===== src/rtl/switch_emu_defs_pkg.sv =====
// rtl/switch_emu_defs_pkg.sv - shared state encoding and LFSR constants for switch emulators
//
// Purpose: state encoding, default LFSR tap mask/seed and the LFSR step
// function, shared by the single-switch emulator and any future multi-switch
// variant.
package switch_emu_defs;

    typedef enum logic [2:0] {
        ST_IDLE      = 3'd0,
        ST_PRESS_BNC = 3'd1,
        ST_HOLD      = 3'd2,
        ST_REL_BNC   = 3'd3,
        ST_SETTLE    = 3'd4
    } state_t;

    // Taps x^16 + x^14 + x^13 + x^11 + 1 map to bits 15, 13, 12, 10.
    localparam logic [15:0] LFSR_TAP_MASK     = 16'hB400;
    localparam logic [15:0] LFSR_DEFAULT_SEED = 16'hACE1;

    // Fibonacci step: shift left, XOR of tapped bits enters at bit 0.
    function automatic logic [15:0] lfsr_next(input logic [15:0] value,
                                              input logic [15:0] mask);
        return {value[14:0], ^(value & mask)};
    endfunction

endpackage


===== src/rtl/switch_bounce_gen_lfsr16.sv =====
// rtl/switch_bounce_gen_lfsr16.sv - 16-bit Fibonacci LFSR that advances only on request
//
// Purpose: pseudo-random source for bounce segment lengths.
// Ports:
//   i_Clk    system clock
//   i_Rst    asynchronous active-high reset, loads SEED (0 is forced to 1)
//   i_Step   advance one step on this edge
//   o_Value  current LFSR state
module lfsr16
    import switch_emu_defs::*;
#(
    parameter logic [15:0] SEED = LFSR_DEFAULT_SEED
) (
    input  logic        i_Clk,
    input  logic        i_Rst,
    input  logic        i_Step,
    output logic [15:0] o_Value
);

    // An all-zero state would lock the register, so a zero seed becomes 1.
    localparam logic [15:0] SEED_EFF = (SEED == 16'h0000) ? 16'h0001 : SEED;

    always_ff @(posedge i_Clk or posedge i_Rst) begin
        if (i_Rst) begin
            o_Value <= SEED_EFF;
        end else if (i_Step) begin
            o_Value <= lfsr_next(o_Value, LFSR_TAP_MASK);
        end
    end

endmodule


===== src/rtl/switch_bounce_gen.sv =====
// rtl/switch_bounce_gen.sv - mechanical switch emulator producing a bouncing press/release waveform
//
// Purpose: on a press request, emit a bouncing rising edge, a stable high hold,
// a bouncing falling edge and a stable low settle period, then pulse o_Done.
// Ports:
//   i_Clk        system clock
//   i_Rst        asynchronous active-high reset
//   i_Press_Req  start one press/release cycle (sampled only when idle)
//   o_Switch     emulated raw switch level, registered (1 = pressed)
//   o_Busy       high whenever a cycle is in progress
//   o_Done       one-cycle pulse, coincident with the return to idle
module switch_bounce_gen
    import switch_emu_defs::*;
#(
    parameter int          BOUNCE_COUNT = 6,
    parameter int          GLITCH_W     = 10,
    parameter int          HOLD_CLKS    = 500000,
    parameter int          SETTLE_CLKS  = 250000,
    parameter logic [15:0] LFSR_SEED    = LFSR_DEFAULT_SEED
) (
    input  logic i_Clk,
    input  logic i_Rst,
    input  logic i_Press_Req,
    output logic o_Switch,
    output logic o_Busy,
    output logic o_Done
);

    localparam int LONG_CLKS = (HOLD_CLKS > SETTLE_CLKS) ? HOLD_CLKS : SETTLE_CLKS;
    localparam int LONG_W    = (LONG_CLKS > 1) ? $clog2(LONG_CLKS) : 1;
    localparam int IDX_W     = (BOUNCE_COUNT > 1) ? $clog2(BOUNCE_COUNT) : 1;

    localparam logic [IDX_W-1:0]  LAST_IDX    = IDX_W'(BOUNCE_COUNT - 1);
    localparam logic [LONG_W-1:0] HOLD_LOAD   = LONG_W'(HOLD_CLKS - 1);
    localparam logic [LONG_W-1:0] SETTLE_LOAD = LONG_W'(SETTLE_CLKS - 1);

    state_t              state;
    logic [GLITCH_W-1:0] seg_cnt;
    logic [IDX_W-1:0]    bnc_idx;
    logic [IDX_W-1:0]    idx_next;
    logic [LONG_W-1:0]   long_cnt;
    logic [15:0]         lfsr_val;
    logic                lfsr_step;
    logic [GLITCH_W-1:0] seg_load;
    logic                unused_lfsr_bits;

    // Counters run down to zero, so a segment of length lfsr+1 loads lfsr itself.
    assign seg_load         = lfsr_val[GLITCH_W-1:0];
    assign idx_next         = bnc_idx + 1'b1;
    assign unused_lfsr_bits = ^(lfsr_val >> GLITCH_W);

    // The LFSR advances exactly when a new segment length is consumed.
    always_comb begin
        lfsr_step = 1'b0;
        case (state)
            ST_IDLE:                  lfsr_step = i_Press_Req;
            ST_PRESS_BNC, ST_REL_BNC: lfsr_step = (seg_cnt == '0) && (bnc_idx != LAST_IDX);
            ST_HOLD:                  lfsr_step = (long_cnt == '0);
            default:                  lfsr_step = 1'b0;
        endcase
    end

    lfsr16 #(
        .SEED(LFSR_SEED)
    ) u_lfsr (
        .i_Clk  (i_Clk),
        .i_Rst  (i_Rst),
        .i_Step (lfsr_step),
        .o_Value(lfsr_val)
    );

    always_ff @(posedge i_Clk or posedge i_Rst) begin
        if (i_Rst) begin
            state    <= ST_IDLE;
            o_Switch <= 1'b0;
            o_Busy   <= 1'b0;
            o_Done   <= 1'b0;
            seg_cnt  <= '0;
            bnc_idx  <= '0;
            long_cnt <= '0;
        end else begin
            o_Done <= 1'b0;
            case (state)
                ST_IDLE: begin
                    if (i_Press_Req) begin
                        state    <= ST_PRESS_BNC;
                        o_Switch <= 1'b1;
                        o_Busy   <= 1'b1;
                        bnc_idx  <= '0;
                        seg_cnt  <= seg_load;
                    end
                end
                // Even segments sit at the target level (1), odd ones at its inverse.
                ST_PRESS_BNC: begin
                    if (seg_cnt != '0) begin
                        seg_cnt <= seg_cnt - 1'b1;
                    end else if (bnc_idx == LAST_IDX) begin
                        state    <= ST_HOLD;
                        o_Switch <= 1'b1;
                        long_cnt <= HOLD_LOAD;
                    end else begin
                        bnc_idx  <= idx_next;
                        seg_cnt  <= seg_load;
                        o_Switch <= ~idx_next[0];
                    end
                end
                ST_HOLD: begin
                    if (long_cnt != '0) begin
                        long_cnt <= long_cnt - 1'b1;
                    end else begin
                        state    <= ST_REL_BNC;
                        bnc_idx  <= '0;
                        seg_cnt  <= seg_load;
                        o_Switch <= 1'b0;
                    end
                end
                // Target level is 0 here, so odd segments are the high glitches.
                ST_REL_BNC: begin
                    if (seg_cnt != '0) begin
                        seg_cnt <= seg_cnt - 1'b1;
                    end else if (bnc_idx == LAST_IDX) begin
                        state    <= ST_SETTLE;
                        o_Switch <= 1'b0;
                        long_cnt <= SETTLE_LOAD;
                    end else begin
                        bnc_idx  <= idx_next;
                        seg_cnt  <= seg_load;
                        o_Switch <= idx_next[0];
                    end
                end
                ST_SETTLE: begin
                    if (long_cnt != '0) begin
                        long_cnt <= long_cnt - 1'b1;
                    end else begin
                        state  <= ST_IDLE;
                        o_Busy <= 1'b0;
                        o_Done <= 1'b1;
                    end
                end
                default: begin
                    state    <= ST_IDLE;
                    o_Switch <= 1'b0;
                    o_Busy   <= 1'b0;
                end
            endcase
        end
    end

endmodule


===== config.mk =====
export PLATFORM = sky130hd
export DESIGN_NAME = switch_bounce_gen
export DESIGN_NICKNAME = d
export VERILOG_FILES = /design/src/rtl/switch_emu_defs_pkg.sv /design/src/rtl/switch_bounce_gen_lfsr16.sv /design/src/rtl/switch_bounce_gen.sv
export SDC_FILE = /design/constraint.sdc
export NUM_CORES = 1
export LEC_CHECK = 0
export ABC_AREA = 1
export CAP_MARGIN = 20
export CORE_UTILIZATION = 30
export DETAILED_ROUTE_END_ITERATION = 10
export PLACE_DENSITY = 0.47
export SYNTH_ARGS = -nofsm -noshare
export SYNTH_HDL_FRONTEND = slang
export SYNTH_HIERARCHICAL = 1
export SYNTH_SLANG_ARGS = --single-unit

===== constraint.sdc =====
create_clock -name i_Clk -period 2.6 [get_ports i_Clk]
set_input_delay 0.26 -clock i_Clk [delete_from_list [all_inputs] [get_ports i_Clk]]
set_output_delay 0.26 -clock i_Clk [all_outputs]
set_load 0.005 [all_outputs]

**Word level (Yosys, flattened, before mapping)**

Index checks and enable logic that the tools add are counted.

- $lt $le $gt $ge: 0
- Muxes and demuxes: 34
- Multiply operators: 0
- Bitwise logic cells: 3
- Shift-type cells: 0
- Equal/unequal tests: 17
- Div/mod/pow operators: 0
- Reduce and logical (&&, ||, !) cells: 18
- Add/subtract/negate cells: 3

Operators by type and width:

| operator | number |
|---|---|
| two-way mux 19 bit | 5 |
| case mux 19 bit (3 select lines) | 1 |
| two-way mux 10 bit | 4 |
| two-way mux 3 bit | 10 |
| case mux 10 bit (3 select lines) | 1 |
| logical NOT 19 bit | 1 |
| nonzero test 19 bit | 1 |
| subtractor 19 x 1 -> 19 bit (second input constant) | 1 |
| != test 2 bit (second input constant) | 9 |
| XOR reduction 16 bit | 1 |
| case mux 3 bit (5 select lines) | 1 |
| logical NOT 10 bit | 1 |
| AND reduction 5 bit | 2 |
| nonzero test 10 bit | 1 |
| subtractor 10 x 1 -> 10 bit (second input constant) | 1 |
| case mux 3 bit (3 select lines) | 1 |
| two-way mux 1 bit | 8 |
| AND reduction 7 bit | 1 |
| equality test 3 x 2 -> 1 bit (second input constant) | 2 |
| equality test 3 bit (second input constant) | 2 |
| != test 3 bit (second input constant) | 2 |
| case mux 1 bit (3 select lines) | 2 |
| AND reduction 6 bit | 1 |
| nonzero test 3 bit | 2 |
| other kinds (11) | 14 |

- ROM bits: 0
- Output and inout bits: 3
- Memory bits (writable): 0
- Latch bits: 0
- Flip-flop bits (word level): 54
- Logic and storage cells: 83
- Memories: 0

**Longest topological paths before layout**

- Depth in word-level cells: 5
- Depth in mapped cells: 13
- Mapped depth without buffers: 11

**By module**

The synthesis kept the hierarchy.

Modules (own cells, without submodules):

| module | area an instance (um2) | cells an instance | times used |
|---|---|---|---|
| switch_bounce_gen | 2493.6 | 350 | 1 |
| lfsr16 | 690.7 | 78 | 1 |

**Worst setup path before layout**

OpenSTA, ideal clock, no wires.

- Path kind: register to register
- Start point: reg seg_cnt[0]
- End point: reg u_lfsr.o_Value[1]
- Cell stages (with the launch flop): 14
- Setup slack: 0.752 ns
- Period minus slack after synthesis: 1.848 ns
- Buffers on the path: 2
- Setup time: 0.116 ns
- Data required time: 2.484 ns
- Data arrival time: 1.732 ns
- Cells stage by stage: dfrtp_1 > inv_1 > ha_1 > nand2_1 > nor2_2 > nand2_1 > o21ai_0 > inv_1 > nand2_1 > buf_6 > inv_4 > buf_6 > nand2_1 > nand2_1

- Longest elaborated chain between the ends: 3

RTL lines:

| item | RTL line | RTL |
|---|---|---|
| from (decl) | switch_bounce_gen.sv:38 | `logic [GLITCH_W-1:0] seg_cnt;` |
| from (signal assigned) | switch_bounce_gen.sv:90 | `seg_cnt <= seg_load;` |
| from (signal assigned) | switch_bounce_gen.sv:96 | `seg_cnt <= seg_cnt - 1'b1;` |
| from (signal assigned) | switch_bounce_gen.sv:103 | `seg_cnt <= seg_load;` |
| logical NOT 10 bit | switch_bounce_gen.sv:57 | `ST_PRESS_BNC, ST_REL_BNC: lfsr_step = (seg_cnt == '0) && (bnc_idx != LAST_IDX);` |
| logical AND 1 bit | switch_bounce_gen.sv:57 |  |
| case mux 1 bit (3 select lines) | switch_bounce_gen.sv:55 | `case (state)` |
| net lfsr_step | switch_bounce_gen.sv:43 | `logic lfsr_step;` |
| to (signal assigned) | switch_bounce_gen_lfsr16.sv:27 | `o_Value <= lfsr_next(o_Value, LFSR_TAP_MASK);` |
| to (decl) | switch_bounce_gen_lfsr16.sv:17 | `output logic [15:0] o_Value` |

The timed path passes the listed nets, and every way through them passes these cells.
A chain may end at the register's enable or synchronous reset.

**Final worst setup path**

- Start point: reg seg_cnt[0]
- End point: reg u_lfsr.o_Value[10]

The elaborated chain is that of the path after synthesis.

==> key figures <==
Routing
  • Total Wirelength: 6750 µm
  • Via count: 2546
  • Post-DRT Antenna Nets: 0
  • Starting DRT DRC Count: 113
  • DRC: 0
  • Routed wire length per instance: 11.8 µm
  • DR vias/cell: 4.45
  • Detailed Routing Iterations Pass 1: 4

Floorplanning
  • Die Y: 105 µm
  • Die ar.: 11000 µm²
  • Die width: 105 µm
  • Effective utilization at floorplan: 30.8%
  • CORE AREA: 10300 µm²
  • Io pins: 6
  • Site Rows: 37

Pwr
  • Pint: 1.76 mW
  • Power per cell area: 740 nW/µm²
  • Comb pwr share: 25.7%
  • Sequential share of power: 47.2%
  • Worst VDD drop: 0.344 mV
  • Sw frac: 32.0%
  • Switching power: 827 µW
  • Leak: 1.89 nW
  • Total power: 2.58 mW
  • Clock power share: 27.1%

Synthesis
  • Async set-reset flop share out of synthesis: 100%
  • Yosys cell types: 33
  • Sequential share of the synthesized area: 42.8%
  • Share of the synthesized area in the top cell type: 36.1%
  • Syn nets: 435
  • Post-synth EDFFs: 0
  • Predominant post-synthesis flop cell: dfrtp_1
  • Synthesized area per cell: 7.44 µm²
  • Area leader, netlist: dfrtp_1
  • #FFs+latches synth: 54
  • Commonest cells in the synthesized netlist: nand2_1, nor2_1, dfrtp_1
  • Synthesis Warnings: 6
  • Most frequent cell after synthesis: nand2_1
  • Synth Cell Area: 3180 µm²
  • Synth top area cells: dfrtp_1, nand2_1, dfstp_2, nor2_1, o21ai_0
  • Cell count after synthesis: 428

Cells and area
  • Antenna cells: 0
  • Layout Utilization: 33.8%
  • Syn-to-layout area delta: 9.71%
  • Layout cells sized above 1: 10.8%
  • Finished Layout Cells: 572
  • Layout net count: 442
  • Post-route cell area: 3490 µm²

Timing
  • Slew margin rel.: 59.9%
  • Hold_ws: 335 ps
  • Final setup fails: 0
  • Tmin final: 2230 ps
  • Fin crit share: 85.7%
  • RSZ-0062 raised after global routing: false
  • Fmax: 0.449 GHz
  • Slew Viols, Final: 0
  • Setup ws final: 373 ps
  • Setup TNS: 0 ps
  • Worst Tran Pin Value: 601 ps
  • Final Hold Fails: 0
  • Worst clock skew: 11.9 ps

Critical path
  • Req. time, crit path: 2830 ps
  • R2R Path Start: seg_cnt[0]
  • Peak fanout along the critical path: 15
  • Capturing point of the worst reg2reg path: u_lfsr/o_Value[10]
  • Crit-path most repeated cell: nand2_1
  • CP max stage cell: dfrtp_1
  • CP peak stage delay: 390 ps
  • Worst Setup Start Kind: flop
  • Setup slack, reg-to-reg: 370 ps
  • Critical path arrival: 2460 ps
  • Setup Crit Path Kind: flop to flop
  • Crit path cell chain: inv_1, ha_1, nand2_1, nor2_2, nand2_1, o21ai_0, inv_1, nand2_1, buf_4, nand2_1, o21ai_0
  • Critical Path End Type: flop
  • Reg2Reg Depth: 11

Placed design
  • Placement Cell Area: 3350 µm²
  • Dpl cells: 564
  • Routability cong.: 0.808
  • DP Worst Slack: 374 ps
  • IO buf count: 5
  • Placed wire-length estimate: 4990 µm

Clock network
  • Cts bufs inserted: 5
  • Root buffer cell: clkbuf_8
  • Worst skew pair latency: 310 ps
  • Clock Sinks: 54
  • Htree depth: 2
  • Post-CTS Resized: 0
  • CTS Buffer Depth: 2
  • Worst-path clk slew: 110 ps
  • Post-CTS setup buffer count: 0
  • Hold buffers post-CTS: 0
  • CTS tree: done

Min path
  • Worst Hold Class: input pin to asynchronous set/reset pin

Job
  • Maxcap violations: 0

Global routing
  • Vias in the first global route: 2451
  • Total track usage: 13.5%
  • Initial antenna violation count: 0
  • Grt ovf: 0
  • First-pass GRT wire length: 11900 µm
  • Largest net degree at the start of global routing: 39

Outcome
  • Outcome: finished, final reports clean
==> final cells by class <==
type	instances	area [µm²]
clock inverter	2	60.1
fill	1114	6830
tap	136	170
inverter	48	185
clock buffer	6	82.6
sequential	54	1360
timing repair buffer	7	65.1
multi-input combinational	319	1570
==> sequential cells by signal (all words and copies together), names as in the netlist <==
| register | flops |
|---|---|
| u_lfsr/o_Value | 16 |
| o_Busy | 1 |
| o_Switch | 1 |
| bnc_idx | 3 |
| seg_cnt | 10 |
| long_cnt | 19 |
| o_Done | 1 |
| state | 3 |
==> cells in the final DEF (no fill, tap or decap), types with 3 or more instances in the layout <==
master / synthesis / final
nand4_1: 5 / 5
a21oi_1: 8 / 8
o21ai_0: 35 / 35
ha_1: 4 / 4
nand3_1: 21 / 21
nor2_4: 3 / 3
clkbuf_8: 0 / 6
dfrtp_1: 46 / 46
nor2_2: 4 / 4
inv_2: 4 / 4
nor3_1: 3 / 3
nand2_1: 142 / 142
nand2_2: 6 / 6
xnor2_1: 3 / 3
o21ai_1: 12 / 12
clkdlybuf4s50_1: 0 / 5
inv_1: 42 / 42
xor2_1: 11 / 11
dfstp_2: 8 / 8
nor2_1: 47 / 47
==> routing by layer <==
metal / vias to the layer above / GRT usage, % / part of all wire, %
met5: - / 0 / 0
met4: 0 / 4.12 / 1.6
met3: 8 / 2.06 / 1.5
met2: 15 / 20.2 / 42
met1: 1156 / 19.9 / 55
li1: 1367 / - / -
==> power groups by stage <==
| stage | Clock, mW | Sequential [mW] | Combinational, mW |
|---|---|---|---|
| global route | 0.754 | 1.25 | 0.789 |
| CTS | 0.727 | 1.22 | 0.675 |
| global placement | 0 | 1.24 | 0.665 |
| floorplan | 0 | 1.19 | 0.552 |
| finish | 0.701 | 1.22 | 0.663 |
| detailed placement | 0 | 1.24 | 0.673 |
==> critical path, delay by kind of cell (launching register included) <==
family	cells	cell delay [ps]
AO/OA/AOI/OAI	2	240
flip-flops	1	390
adder cells (fa/ha/maj)	1	220
buffers and inverters	3	420
AND/OR/NAND/NOR	5	880
==> cells by family after synthesis <==
kind of cell    Yosys count  share of synthesized area [%]
flops                    54                           42.8
xor+xnor                 14                           3.85
buf+inv                  55                           7.98
simple gates            240                           33.5
compound gates           61                           10.4
fa+ha+maj                 4                           1.57
==> how the worst max path moves through the flow <==
| stage | to | start | slack [ps] |
|---|---|---|---|
| detailed placement | u_lfsr/o_Value[4] | seg_cnt[0] | 370 |
| floorplan | u_lfsr/o_Value[1] | seg_cnt[0] | 750 |
| CTS | u_lfsr/o_Value[10] | seg_cnt[0] | 350 |
| global route | u_lfsr/o_Value[10] | seg_cnt[0] | 90 |
| finish | u_lfsr/o_Value[10] | seg_cnt[0] | 370 |
| global placement | u_lfsr/o_Value[4] | seg_cnt[0] | 420 |
Note: power is estimated with default switching activity, not from simulation.
